### src/rtl/pe_tile_scheduler.sv
// ---------------------------------------------------------------------------
// pe_tile_scheduler
//
// Sequences the 8x8 PE array through a multi-tile job. One job descriptor
// (tile count, compute depth) is accepted in IDLE. Each tile then runs four
// steps in order: operand load, compute beats, pipeline drain and result
// writeback. A one-cycle done pulse follows the last tile.
//
// Parameters:
//   TILE_W        width of tile count / tile index
//   K_W           width of the compute-depth field
//   DRAIN_CYCLES  idle cycles between the last beat and the writeback (1..15)
//
// Ports:
//   clk, rst_n                    clock, asynchronous active-low reset
//   job_valid / job_ready         job descriptor handshake
//   job_num_tiles, job_k_depth    descriptor; sampled only at acceptance
//   abort                         synchronous cancel (ignored in IDLE)
//   ld_req / ld_ack / ld_tile_idx operand load request to the buffer controller
//   pe_valid / pe_ready           compute beat handshake with the PE array
//   wb_req / wb_ack / wb_tile_idx result writeback request
//   busy                          high in every state except IDLE
//   done                          one-cycle pulse at job completion
//
// Optional feature (macro PE_SCHED_PERF_EN):
//   perf_busy_cycles   cycles with busy=1 since the last job acceptance
//   perf_stall_cycles  COMPUTE cycles with pe_ready=0 since the last acceptance
//   Both saturate at 0xFFFFFFFF.
// ---------------------------------------------------------------------------
module pe_tile_scheduler #(
   parameter int TILE_W       = 8,
   parameter int K_W          = 8,
   parameter int DRAIN_CYCLES = 4
) (
   input  logic              clk,
   input  logic              rst_n,
   input  logic              job_valid,
   output logic              job_ready,
   input  logic [TILE_W-1:0] job_num_tiles,
   input  logic [K_W-1:0]    job_k_depth,
   input  logic              abort,
   output logic              ld_req,
   input  logic              ld_ack,
   output logic [TILE_W-1:0] ld_tile_idx,
   output logic              pe_valid,
   input  logic              pe_ready,
   output logic              wb_req,
   input  logic              wb_ack,
   output logic [TILE_W-1:0] wb_tile_idx,
   output logic              busy,
   output logic              done
`ifdef PE_SCHED_PERF_EN
   ,
   output logic [31:0]       perf_busy_cycles,
   output logic [31:0]       perf_stall_cycles
`endif
);

   typedef enum logic [2:0] {
      S_IDLE,
      S_LOAD,
      S_COMPUTE,
      S_DRAIN,
      S_WB,
      S_FIN
   } state_t;

   localparam logic [3:0]        DRAIN_INIT = 4'(DRAIN_CYCLES);
   localparam logic [TILE_W-1:0] TILE_ONE   = {{(TILE_W-1){1'b0}}, 1'b1};
   localparam logic [K_W:0]      BEAT_ONE   = {{K_W{1'b0}}, 1'b1};

   state_t            state;
   state_t            next_state;
   logic              job_ready_q;
   logic [TILE_W-1:0] num_tiles;
   logic [K_W-1:0]    k_eff;
   logic [TILE_W-1:0] tile_idx;
   logic [K_W:0]      beat_cnt;
   logic [3:0]        drain_cnt;

   logic              accept;
   logic              abort_hit;
   logic              beat;
   logic              last_beat;
   logic              last_tile;
   logic [K_W:0]      beat_cnt_inc;
   logic [K_W-1:0]    k_depth_eff;

   // job_ready is a flop (not a state decode) so it reads 0 while reset is
   // asserted and rises on the first edge after release.
   assign accept       = (state == S_IDLE) && job_ready_q && job_valid;
   assign abort_hit    = abort && (state != S_IDLE);
   assign beat         = (state == S_COMPUTE) && pe_ready;
   assign beat_cnt_inc = beat_cnt + BEAT_ONE;
   assign last_beat    = beat && (beat_cnt_inc == {1'b0, k_eff});
   assign last_tile    = (tile_idx == (num_tiles - TILE_ONE));
   assign k_depth_eff  = (job_k_depth == '0) ? {{(K_W-1){1'b0}}, 1'b1} : job_k_depth;

   // -----------------------------------------------------------------------
   // State register
   // -----------------------------------------------------------------------
   always_ff @(posedge clk or negedge rst_n) begin
      if (!rst_n) begin
         state       <= S_IDLE;
         job_ready_q <= 1'b0;
      end else begin
         // NOTE: sequential state uses non-blocking assignments so every flop
         // samples the pre-edge values, independent of statement order.
         state       <= next_state;
         job_ready_q <= (next_state == S_IDLE);
      end
   end

   // -----------------------------------------------------------------------
   // Next-state logic
   // -----------------------------------------------------------------------
   always_comb begin
      // NOTE: default assigned first so no path leaves next_state unassigned,
      // which would otherwise infer a latch.
      next_state = state;
      case (state)
         S_IDLE:    if (accept)
                       next_state = (job_num_tiles == '0) ? S_FIN : S_LOAD;
         S_LOAD:    if (ld_ack)            next_state = S_COMPUTE;
         S_COMPUTE: if (last_beat)         next_state = S_DRAIN;
         S_DRAIN:   if (drain_cnt == 4'd1) next_state = S_WB;
         S_WB:      if (wb_ack)            next_state = last_tile ? S_FIN : S_LOAD;
         S_FIN:                            next_state = S_IDLE;
         default:                          next_state = S_IDLE;
      endcase
      // Abort overrides everything outside IDLE; in IDLE it has no effect.
      if (abort_hit) next_state = S_IDLE;
   end

   // -----------------------------------------------------------------------
   // Job descriptor and counters
   // -----------------------------------------------------------------------
   always_ff @(posedge clk or negedge rst_n) begin
      if (!rst_n) begin
         num_tiles <= '0;
         k_eff     <= '0;
         tile_idx  <= '0;
         beat_cnt  <= '0;
         drain_cnt <= '0;
      end else if (!abort_hit) begin
         case (state)
            S_IDLE: begin
               if (accept) begin
                  num_tiles <= job_num_tiles;
                  k_eff     <= k_depth_eff;
                  tile_idx  <= '0;
               end
            end
            S_LOAD: begin
               if (ld_ack) beat_cnt <= '0;
            end
            S_COMPUTE: begin
               if (beat) beat_cnt <= beat_cnt_inc;
               if (last_beat) drain_cnt <= DRAIN_INIT;
            end
            S_DRAIN: begin
               drain_cnt <= drain_cnt - 4'd1;
            end
            S_WB: begin
               if (wb_ack && !last_tile) tile_idx <= tile_idx + TILE_ONE;
            end
            default: ;
         endcase
      end
   end

   // -----------------------------------------------------------------------
   // Outputs, decoded from registered state only
   // -----------------------------------------------------------------------
   always_comb begin
      ld_req      = 1'b0;
      pe_valid    = 1'b0;
      wb_req      = 1'b0;
      done        = 1'b0;
      ld_tile_idx = '0;
      wb_tile_idx = '0;
      case (state)
         S_LOAD: begin
            ld_req      = 1'b1;
            ld_tile_idx = tile_idx;
         end
         S_COMPUTE: pe_valid = 1'b1;
         S_WB: begin
            wb_req      = 1'b1;
            wb_tile_idx = tile_idx;
         end
         S_FIN:     done = 1'b1;
         default: ;
      endcase
   end

   assign busy      = (state != S_IDLE);
   assign job_ready = job_ready_q;

`ifdef PE_SCHED_PERF_EN
   // -----------------------------------------------------------------------
   // Performance counters: cleared on acceptance, saturating
   // -----------------------------------------------------------------------
   always_ff @(posedge clk or negedge rst_n) begin
      if (!rst_n) begin
         perf_busy_cycles  <= '0;
         perf_stall_cycles <= '0;
      end else if (accept) begin
         perf_busy_cycles  <= '0;
         perf_stall_cycles <= '0;
      end else begin
         if (busy && (perf_busy_cycles != '1))
            perf_busy_cycles <= perf_busy_cycles + 32'd1;
         if ((state == S_COMPUTE) && !pe_ready && (perf_stall_cycles != '1))
            perf_stall_cycles <= perf_stall_cycles + 32'd1;
      end
   end
`endif

endmodule

### config.mk
export PLATFORM = sky130hd
export DESIGN_NAME = pe_tile_scheduler
export DESIGN_NICKNAME = d
export VERILOG_FILES = /design/src/rtl/pe_tile_scheduler.sv
export SDC_FILE = /design/constraint.sdc
export NUM_CORES = 1
export LEC_CHECK = 0
export BUFFER_PORTS_ARGS = -buffer_cell sky130_fd_sc_hd__buf_4
export CAP_MARGIN = 20
export CORE_ASPECT_RATIO = 0.7
export CORE_MARGIN = 2
export CORE_UTILIZATION = 25
export DETAILED_ROUTE_END_ITERATION = 10
export GPL_ROUTABILITY_DRIVEN = 1
export PLACE_DENSITY = 0.5
export SLEW_MARGIN = 15
export SYNTH_ARGS = -nofsm -noshare
export SYNTH_HDL_FRONTEND = slang
export SYNTH_SLANG_ARGS = --single-unit
### constraint.sdc
create_clock -name clk -period 2.1 [get_ports clk]
set_input_delay 0.21 -clock clk [delete_from_list [all_inputs] [get_ports clk]]
set_output_delay 0.21 -clock clk [all_outputs]
set_load 0.005 [all_outputs]
Word-level counts from Yosys, hierarchy flattened --
Index checks and enable logic that the tools add are counted.
Storage, ports and cells: flip-flop bits (word level) 41, bits of input ports 23, output and inout bits 22, logic and storage cells 68
Operators by class: add/subtract/negate cells 4, equal/unequal tests 13, mux-type cells 24, bitwise logic cells 1, reduce and logical (&&, ||, !) cells 19
Operators with widths (number):
- two-way mux 8 bit | 5
- two-way mux 3 bit | 8
- two-way mux 9 bit | 2
- case mux 9 bit (2 select lines) | 1
- zero test 8 bit | 2
- case mux 8 bit (2 select lines) | 1
- case mux 3 bit (5 select lines) | 1
- != test 2 bit, second input constant | 5
- adder 9 x 1 -> 9 bit, second input constant | 1
- equality test 9 x 8 -> 1 bit | 1
- adder 8 x 1 -> 8 bit, second input constant | 1
- equality test 8 bit | 1
- case mux 4 bit (2 select lines) | 1
- AND reduction 4 bit | 2
- subtractor 8 x 1 -> 8 bit, second input constant | 1
- equality test 3 x 2 -> 1 bit, second input constant | 2
- equality test 3 bit, second input constant | 2
- logical AND 1 bit | 6
- zero test 3 bit | 2
- AND reduction 3 bit | 2
- nonzero test 2 bit | 3
- equality test 4 x 1 -> 1 bit, second input constant | 1
- two-way mux 1 bit | 4
- two-way mux 4 bit | 1
- 5 further kinds | 5

Longest topological paths before layout --
Gate-level depths: netlist of the first run.
word-level depth 7, depth in mapped cells 9

Worst setup path before layout of the first run --
Ideal clock, no wire load.
kind reg2reg, start point register num_tiles[0], end point register tile_idx[5], setup time 0.079 ns, arrival 1.918 ns, data required time 2.021 ns, slack 0.103 ns, cell stages (with the launch flop) 10, buffers on the path 1, period minus slack after synthesis 1.997 ns, path through dfrtp_1 -> inv_1 -> ha_1 -> nor2b_1 -> or3_1 -> nand3_1 -> and4_1 -> buf_6 -> a2111oi_4 -> mux2i_1
On the way: longest elaborated chain between the ends 6
Ends and longest elaborated chain:
- from (decl) | RTL line 75 | logic [TILE_W-1:0] num_tiles;
- from (signal assigned) | RTL line 149 | num_tiles <= job_num_tiles;
- subtractor 8 x 1 -> 8 bit | RTL line 96 | assign last_tile = (tile_idx == (num_tiles - TILE_ONE));
- equality test 8 bit | RTL line 96
- zero test 1 bit | RTL line 165 | if (wb_ack && !last_tile) tile_idx <= tile_idx + TILE_ONE;
- logical AND 1 bit | RTL line 165
- != test 2 bit (no line)
- AND reduction 4 bit (no line)
- to (signal assigned) | RTL line 165
- to (decl) | RTL line 77 | logic [TILE_W-1:0] tile_idx;
Every way passes these cells. A chain may end at the register's enable or synchronous reset.

Worst setup path in the final report of the first run --
start point register beat_cnt[0], end point register job_ready_q (netlist: job_ready)
On the way: longest elaborated chain between the ends 7
Ends and longest elaborated chain:
- from (decl) | RTL line 78 | logic [K_W:0] beat_cnt;
- from (signal assigned) | RTL line 158 | if (beat) beat_cnt <= beat_cnt_inc;
- adder 9 x 1 -> 9 bit | RTL line 94 | assign beat_cnt_inc = beat_cnt + BEAT_ONE;
- equality test 9 x 8 -> 1 bit | RTL line 95 | assign last_beat = beat && (beat_cnt_inc == {1'b0, k_eff});
- logical AND 1 bit | RTL line 95
- two-way mux 3 bit | RTL line 125 | S_COMPUTE: if (last_beat) next_state = S_DRAIN;
- case mux 3 bit (5 select lines) | RTL line 121 | case (state)
- two-way mux 3 bit | RTL line 132 | if (abort_hit) next_state = S_IDLE;
- zero test 3 bit | RTL line 110 | job_ready_q <= (next_state == S_IDLE);
- to (signal assigned) | RTL line 110
- to (decl) | RTL line 74 | logic job_ready_q;
Every way passes these cells.

==> metrics.yaml, run 1 <==
synth:
  synthArstFlopShare: 1.000
  ys.flop_type: "dfrtp_1"
  synthTopCellsByCount: "75 x nand2_1, 41 x dfrtp_1, 20 x nor2_1, 18 x o21ai_0, 13 x xnor2_1"
  synth_area_leaders: "dfrtp_1 37%, nand2_1 10%, xnor2_1 4.1%"
  yosys.area.top_type: "dfrtp_1"
  synth.top_cell.area_share: 0.3737
  synth_nets: 360
  yosys_warnings: 0
  yosysMostFrequentCell: "nand2_1"
  yosysUniqueCellTypes: 54
  syn_inst: 332
  synth_edf_count: 0
  syn_avg_cell_area_um2: 8.268
  syn_area_um2: 2745
  ys_seq_elements: 41
  synth-seq-area-share: 0.3737
grt:
  track_usage: 0.1401
  grt_max_degree: 42
  antenna_found_initial: 0
  grt_overflow: 0
  first_global_vias: 2457
  grt_pass1_wl_um: 12880
drt:
  wirelength_um: 7951
  drtPass1Iterations: 4
  drt-initial-drc-count: 206
  avgViaCountPerCell: 4.637
  ant_nets: 0
  route.detailed.drc: 0
  vias: 2541
  post_drt_wl_per_cell_um: 14.51
pwr:
  p_total_mw: 3.631
  p_leak_nw: 1.659
  pwr_density_cell_nw_per_um2: 995.7
  peakVddDrop_mv: 0.3642
clocking:
  htreeDepth: 2
  cts_num_sinks: 41
  cts_inserted_buffers: 5
  insertion_delay_ns: 0.28
  root_buffer: "clkbuf_16"
  cts_tree: "done"
  cts.clk_slew.worst_paths_ns: 0.06
  cts_max_path_buffers: 2
worst_hold_path:
  hp-start: "job_num_tiles[2]"
  min_path_type: "in -> reg"
floorplan:
  ioPinCount: 45
  fp.dieW_um: 129.2
  die-area_um2: 11850
  core_um2: 10510
  die_y_um: 91.67
  core.rowCount: 31
  start_util: 0.2612
cells_and_area:
  final_nets: 428
  syn_to_final_growth_pct: 32.86
  drive_gt1_frac: 0.2600
  post-route-util: 0.3470
  insertedDiodeCount: 0
timing:
  whs_ns: 0.1242
  hold_viol_final: 0
  fin_skew_ns: 0.004892
  slew_viol_final: 0
  min_period_over_period: 0.9504
  fmax_mhz: 501.0
  min_period_ns: 1.996
  tightest_slew_ns: 0.5696
  final-setup-viol-count: 0
  setup_ws_ns: 0.1042
  relSlewSlack: 0.6168
placed_design:
  gp_congestion: 0.8392
  port_buffers: 44
  dp_hpwl_um: 6093
  place_ws_ns: -0.01392
run:
  drv_cap: 0
critical_path:
  cp_max_fo: 4
  cp.required_ns: 2.27
  worst_setup_path_end_kind: "flip-flop"
  cp-start-kind: "flip-flop"
  startpoint: "beat_cnt[0]"
  crit_type: "reg -> reg"
  crit_arrival_ns: 2.17
  reg2reg_from: "beat_cnt[0]"
outcome:
  status: "complete, no violations"
worst paths after layout:
check / slack [ns] / cells after the start / endpoint
hold / removal: 0.12 / 3 / num_tiles[2]
min in group asynchronous: 0.47 / 2 / tile_idx[7]
setup / recovery: 0.10 / 7 / job_ready
hold reg to reg: 0.51 / 2 / k_eff[3]
setup reg to reg: 0.10 / 7 / job_ready
max in group asynchronous: 1.25 / 2 / k_eff[7]
worst max-delay path: stages, from the launching register on:
cell	delay, ns
dfrtp_1	0.38
ha_1	0.20
nand3_2	0.11
or2_1	0.27
o21ai_1	0.18
o311ai_2	0.12
or3_1	0.41
a31o_1	0.22
metrics by stage:
step	instances	cell area, µm²	setup TNS, ns
final	548	3647	0
after floorplan	332	2745	0
after global placement	537	3400	0
after CTS	546	3562	0
after global routing	548	3647	-0.005013
after detailed placement	537	3400	-0.01878
placed cells by master (no fill, tap or decap), drive strengths merged, types with 6 or more instances in the layout:
master | Yosys | final
nand3 | 8 | 8
a21oi | 11 | 11
mux2i | 8 | 8
nand4 | 6 | 6
nor4 | 6 | 6
nor2 | 22 | 22
dfrtp | 41 | 41
and3 | 7 | 7
clkbuf | 11 | 7
and2 | 10 | 10
nand2 | 75 | 75
xnor2 | 13 | 13
o21ai | 24 | 24
xor2 | 9 | 9
inv | 8 | 8
nand2b | 6 | 6
nor3 | 9 | 9
buf | 5 | 76
metal layers:
metal | up-vias | track usage | part of all wire
met5 | - | 0 | 0
met4 | 0 | 0.03442 | 0.0055
met3 | 4 | 0.03676 | 0.053
met2 | 54 | 0.1732 | 0.39
met1 | 1201 | 0.2308 | 0.55
li1 | 1282 | - | -
kinds of logic (layout without fill, tap and decap cells):
logic type	Yosys count	count (layout)	synth area share
xor+xnor	22	22	0.07019
mux	8	8	0.02917
compound gates	56	56	0.1354
flops	41	41	0.3737
buf+inv	25	93	0.04284
fa+ha+maj	6	6	0.02644
simple gates	174	174	0.3223
timing repair:
item,in CTS,in global routing
resized for setup,1,15
setup buffers,1,2
hold buffers,1,0
hold endpoints to repair,41,0
setup endpoints to repair,7,13
cloned,0,0
pin swaps,0,3
report_power, final:
group	switching (mW)	internal (mW)	leakage, nW
registers	0.261	1.01	0.538
clock network	0.305	0.467	0.0700
logic	0.874	0.720	1.05
total	1.44	2.19	1.66
flip-flops by register name, indices dropped and copies added (netlist names):
name / count
num_tiles: 8
beat_cnt: 9
k_eff: 8
tile_idx: 8
job_ready: 1
state: 3
drain_cnt: 4
area by class of cell:
type / instances / area, µm²
Clock buffer: 7 / 142.6
Fill cell: 1100 / 6864
Inverter: 9 / 38.79
Multi-Input combinational cell: 266 / 1674
Sequential cell: 41 / 1026
Tap cell: 148 / 185.2
Timing Repair Buffer: 77 / 580.6
Note: power is estimated with default switching activity, not from simulation.
==> run 2, diff against run 1 <==
- CELL_PAD_IN_SITES_DETAIL_PLACEMENT: unset -> 2
- CELL_PAD_IN_SITES_GLOBAL_PLACEMENT: unset -> 2
- CTS_BUF_LIST: unset -> sky130_fd_sc_hd__clkbuf_8
- PLACE_DENSITY: 0.5 -> 0.72
==> metrics.yaml, run 2 (same netlist as run 1, synthesis figures left out) <==
drt:
  avgViaCountPerCell: 4.818  # +3.9%
  post_drt_wl_per_cell_um: 18.27  # +26%
  wirelength_um: 10160  # +28%
  route.detailed.drc: 0  # unchanged
  drt-initial-drc-count: 88  # -57%
  ant_nets: 0  # unchanged
  drtPass1Iterations: 4  # unchanged
  vias: 2679  # +5.4%
timing:
  slew_viol_final: 0  # unchanged
  setup_ws_ns: 0.05506  # -0.04910 ns
  tightest_slew_ns: 0.5944  # +0.02488 ns
  relSlewSlack: 0.6037  # -0.01309
  hold_viol_final: 0  # unchanged
  min_period_ns: 2.045  # +0.04910 ns
  fmax_mhz: 489.0  # -2.4%
  min_period_over_period: 0.9738  # +0.02338
  fin_skew_ns: 0.01385  # +0.008960 ns
  final-setup-viol-count: 0  # unchanged
  rsz0062_at_grt: "yes"
placed_design:
  place_inst: 537  # unchanged
  place_ws_ns: -0.07273  # -0.05881 ns
  dp_hpwl_um: 7397  # +21%
  port_buffers: 44  # unchanged
  gp_congestion: 0.8014  # -4.5%
pwr:
  pwr_density_cell_nw_per_um2: 1023  # +2.8%
  peakVddDrop_mv: 0.4905  # +35%
  p_leak_nw: 1.688  # +1.8%
  p_total_mw: 3.848  # +6.0%
critical_path:
  cp.depth: 7  # unchanged
  cp_cell_sequence: "buf_6 > or2_4 > nor4_4 > xnor2_2 > and4_4 > a2111oi_4 > mux2i_1"
  crit_type: "reg -> reg"
  endpoint: "tile_idx[5]"
  r2r-end: "tile_idx[5]"
  startpoint: "num_tiles[0]"
  cp.required_ns: 2.36  # +0.09 ns
  reg2reg_slack_ns: 0.06  # -0.05 ns
  crit_path_top_delay_cell: "dfrtp_1"
  critPathMaxStageDelay_ns: 0.43  # +0.02 ns
  crit_buf_inv: 1  # +1
  reg2reg_from: "num_tiles[0]"
  cp-start-kind: "flip-flop"
  crit_arrival_ns: 2.30  # +0.13 ns
  cp_max_fo: 6  # +2
  worst_setup_path_end_kind: "flip-flop"
  r2r_cells: 7  # unchanged
  cp_top_family: "simple AND/OR/NAND/NOR gates"
grt:
  track_usage: 0.1701  # +0.02996
  grt_overflow: 0  # unchanged
  first_global_vias: 2896  # +18%
  grt_max_degree: 42  # unchanged
  grt_pass1_wl_um: 15570  # +21%
  antenna_found_initial: 0  # unchanged
cells_and_area:
  final_common_cell: "buf_4"
  instances_no_fill: 556  # +1.5%
  post-route-util: 0.3577  # +0.01071
  insertedDiodeCount: 0  # unchanged
  layout_common_cells: "81 x buf_4, 74 x nand2_1, 37 x dfrtp_1, 19 x nor2_1, 17 x o21ai_0"
  drive_gt1_frac: 0.3211  # +0.06108
  largest_reg_flops: 9  # unchanged
  final_nets: 436  # +1.9%
  num-fill-cells: 1188  # +8.0%
  largest_register: "beat_cnt"
  syn_to_final_growth_pct: 36.96
clocking:
  cts.clk_slew.worst_paths_ns: 0.09  # +0.03 ns
  cts_num_sinks: 41  # unchanged
  root_buffer: "clkbuf_8"
  htreeDepth: 2  # unchanged
  cts_inserted_buffers: 5  # unchanged
  cts_max_path_buffers: 2  # unchanged
  insertion_delay_ns: 0.33  # +0.05 ns
  cts_tree: "done"
floorplan:
  ioPinCount: 45  # unchanged
  die_y_um: 91.67  # unchanged
  die-area_um2: 11850  # unchanged
  start_util: 0.2612  # unchanged
  core.rowCount: 31  # unchanged
  core_um2: 10510  # unchanged
  fp.dieW_um: 129.2  # unchanged
worst_hold_path:
  min_path_type: "in -> reg"
outcome:
  status: "complete, no violations"
run:
  drv_cap: 0  # unchanged
run 2: cell types whose count changed in the layout (fill, tap and decap cells not counted), sizes merged:
cell	change
buf	+8
clkbuf	-1
inv	+1
run 2: what timing repair did:
| action | in CTS | in global routing |
|---|---|---|
| cloned | 0 | 0 |
| endpoints found under the setup margin | 10 | 17 |
| setup buffers | 1 | 10 |
| pin swaps | 0 | 14 |
| resized for setup | 3 | 38 |
| hold buffers | 1 | 0 |
| endpoints found under the hold margin | 41 | 0 |
run 2: stage by stage:
stage               cell area [µm²]  setup TNS (ns)  hold WS [ns]
detailed placement             3400         -0.3812        0.2497
CTS                            3512               0       0.08038
floorplan                      2745               0      -0.08559
global route                   3760         -0.2156       0.08479
global placement               3400               0        0.2444
finish                         3760               0       0.09152
run 2: layer usage:
metal / GRT usage / share of wire / up-vias
li1: - / - / 1297
met1: 0.2478 / 0.51 / 1334
met2: 0.2575 / 0.45 / 40
met3: 0.02742 / 0.030 / 8
met4: 0.05072 / 0.010 / 0
met5: 0 / 0 / -
run 2: how the worst min path moves through the flow:
stage / startpoint / end / slack, ns / depth (start not counted)
after detailed placement: rst_n / drain_cnt[2] / 0.25 / 1
after floorplan: rst_n / beat_cnt[0] / -0.09 / 0
final: job_k_depth[4] / k_eff[4] / 0.09 / 3
after global routing: job_num_tiles[7] / num_tiles[7] / 0.08 / 3
after CTS: job_k_depth[4] / k_eff[4] / 0.08 / 3
after global placement: rst_n / drain_cnt[3] / 0.24 / 1
run 2: final cells by class:
type / count / area, µm² / share of cell area
sequential: 41 / 1031 / 0.2742
timing repair buffer: 85 / 651.9 / 0.1734
tap: 148 / 185.2 / 0.04925
clock inverter: 1 / 3.754 / 0.0009983
multi-input combinational: 266 / 1767 / 0.4699
inverter: 9 / 38.79 / 0.01032
clock buffer: 6 / 82.58 / 0.02196
run 2: power breakdown:
group	leakage [nW]	switching [mW]	internal (mW)
registers	0.532	0.246	1.01
clock network	0.0485	0.316	0.257
logic	1.11	1.11	0.909
total	1.69	1.67	2.17
run 2: worst min-delay path, cell delays in order:
cell     delay (ns)
buf_4          0.09
nand2_1        0.04
nand2_1        0.04
==> run 3, diff against run 2 <==
--- a/config.mk
+++ b/config.mk
@@ -18,2 +18,3 @@
 export PLACE_DENSITY = 0.72
+export RECOVER_POWER = 100
 export SLEW_MARGIN = 15
==> constraint.sdc (replaced) <==
create_clock -name clk -period 2.1 [get_ports clk]
set_input_delay 0.315 -clock clk [delete_from_list [all_inputs] [get_ports clk]]
set_output_delay 0.315 -clock clk [all_outputs]
set_load 0.005 [all_outputs]
==> metrics.yaml, run 3 (same netlist as run 1, synthesis figures left out) <==
timing:
  tightest_slew_ns: 1.102  # +0.5080 ns
  whs_ns: 0.1992  # +0.1077 ns
  setup_ws_ns: 0.05112  # -0.003939 ns
  fmax_mhz: 488.1  # -0.19%
  relSlewSlack: 0.2650  # -0.3387
  min_period_ns: 2.049  # +0.003939 ns
  fin_skew_ns: 0.01631  # +0.002453 ns
  min_period_over_period: 0.9757  # +0.001876
  rsz0062_at_grt: "yes"
  setup-tns-final_ns: 0  # unchanged
  final-setup-viol-count: 0  # unchanged
  slew_viol_final: 0  # unchanged
  hold_viol_final: 0  # unchanged
floorplan:
  core_um2: 10510  # unchanged
  core.rowCount: 31  # unchanged
  ioPinCount: 45  # unchanged
  die_y_um: 91.67  # unchanged
  fp.dieW_um: 129.2  # unchanged
  die-area_um2: 11850  # unchanged
  start_util: 0.2612  # unchanged
drt:
  drt-initial-drc-count: 107  # +22%
  drtPass1Iterations: 4  # unchanged
  route.detailed.drc: 0  # unchanged
  avgViaCountPerCell: 4.893  # +1.6%
  ant_nets: 0  # unchanged
  wirelength_um: 9797  # -3.5%
  post_drt_wl_per_cell_um: 17.75  # -2.8%
  vias: 2701  # +0.82%
cells_and_area:
  largest_reg_flops: 9  # unchanged
  insertedDiodeCount: 0  # unchanged
  postLayoutCellArea_um2: 3659  # -2.7%
  instances_no_fill: 552  # -0.72%
  syn_to_final_growth_pct: 33.27
  final_common_cell: "nand2_1"
  drive_gt1_frac: 0.2822  # -0.03890
  largest_register: "beat_cnt"
  post-route-util: 0.3481  # -0.009642
  num-fill-cells: 1185  # -0.25%
  final_nets: 431  # -1.1%
  layout_common_cells: "74 x nand2_1, 66 x buf_4, 39 x dfrtp_1, 19 x nor2_1, 19 x o21ai_0"
grt:
  first_global_vias: 2922  # +0.90%
  track_usage: 0.1752  # +0.005137
  grt_overflow: 0  # unchanged
  grt_max_degree: 42  # unchanged
  antenna_found_initial: 0  # unchanged
  grt_pass1_wl_um: 16110  # +3.5%
pwr:
  power_frac_seq: 0.336  # +0.010
  combPwrFrac: 0.481  # -0.044
  p_int_mw: 2.160  # -0.68%
  clockPowerShare: 0.183  # +0.034
  switchingPower_mw: 1.583  # -5.4%
  swShare: 0.4230  # -0.01189
  p_total_mw: 3.743  # -2.7%
  p_leak_nw: 1.653  # -2.1%
  peakVddDrop_mv: 0.3841  # -22%
  pwr_density_cell_nw_per_um2: 1023  # about the same
clocking:
  cts_num_sinks: 41  # unchanged
  cts_tree: "done"
  insertion_delay_ns: 0.31  # -0.02 ns
  root_buffer: "clkbuf_8"
  cts.hold.buffers_added: 0  # -1
  htreeDepth: 2  # unchanged
  cts.clk_slew.worst_paths_ns: 0.09  # about the same
  cts_inserted_buffers: 5  # unchanged
  cts_max_path_buffers: 2  # unchanged
critical_path:
  r2r_cells: 8  # +1
  crit_arrival_ns: 2.23  # -0.07 ns
  reg2reg_from: "num_tiles[2]"
  crit_buf_inv: 2  # +1
  critPathMaxStageDelay_ns: 0.43  # about the same
  cp_top_family: "simple AND/OR/NAND/NOR gates"
  reg2reg_slack_ns: 0.05  # about the same
  crit_type: "reg -> reg"
  cp.required_ns: 2.28  # -0.08 ns
  cp_max_fo: 4  # -2
  worst_setup_path_end_kind: "flip-flop"
  r2r-end: "tile_idx[0]"
  cp-start-kind: "flip-flop"
  cp_cell_sequence: "clkbuf_4 > buf_4 > nor2b_1 > or3_1 > nand3_1 > nand3_2 > o21ai_1 > o22ai_1"
  crit_path_top_delay_cell: "dfrtp_1"
placed_design:
  place_inst: 538  # +0.19%
  place_ws_ns: -0.1428  # -0.07006 ns
  gp_congestion: 0.7874  # -1.7%
  port_buffers: 44  # unchanged
  dp_hpwl_um: 7512  # +1.5%
  place_area_um2: 3407  # +0.22%
run:
  drv_cap: 0  # unchanged
worst_hold_path:
  min_path_type: "in -> async"
outcome:
  status: "complete, no violations"
[run 3: area by class of cell]
cell class,instances,area [µm²],share of cell area
inverter,9,38.79,0.01060
clock inverter,2,33.78,0.009234
multi-input combinational,266,1713,0.4682
sequential,41,1028,0.2811
clock buffer,6,82.58,0.02257
tap,148,185.2,0.05062
timing repair buffer,80,576.8,0.1577
[run 3: worst max path at each step]
| stage | startpoint | to | slack [ns] | cells past startpoint |
|---|---|---|---|---|
| after global placement | num_tiles[1] | tile_idx[7] | 0.04 | 7 |
| after CTS | beat_cnt[0] | job_ready | 0.0003 | 8 |
| after global routing | num_tiles[2] | tile_idx[5] | -0.06 | 8 |
| final | num_tiles[2] | tile_idx[0] | 0.05 | 8 |
| after detailed placement | num_tiles[1] | tile_idx[0] | -0.14 | 7 |
| after floorplan | num_tiles[0] | tile_idx[5] | 0.10 | 9 |
[run 3: metal layers]
metal	vias up	wire length (µm)	track usage
li1	1289	-	-
met1	1361	5047	0.2572
met2	43	4341	0.2680
met3	8	335	0.03267
met4	0	73	0.03533
met5	-	0	0
[run 3: worst register-to-register path: stages, from the launching register on]
cell	delay, ns
dfrtp_1	0.43
clkbuf_4	0.15
buf_4	0.15
nor2b_1	0.14
or3_1	0.36
nand3_1	0.13
nand3_2	0.13
o21ai_1	0.30
o22ai_1	0.14
[run 3: power groups by stage]
stage	Clock [mW]	Sequential, mW	Combinational [mW]
CTS	0.709	1.25	1.67
floorplan	0	1.21	1.01
detailed placement	0	1.27	1.60
global placement	0	1.25	1.51
finish	0.685	1.26	1.80
global route	0.740	1.30	1.99
[run 3: timing repair]
item	CTS	global route
resized for setup	4	24
endpoints found under the setup margin	12	17
pin swaps	1	10
setup buffers	3	3
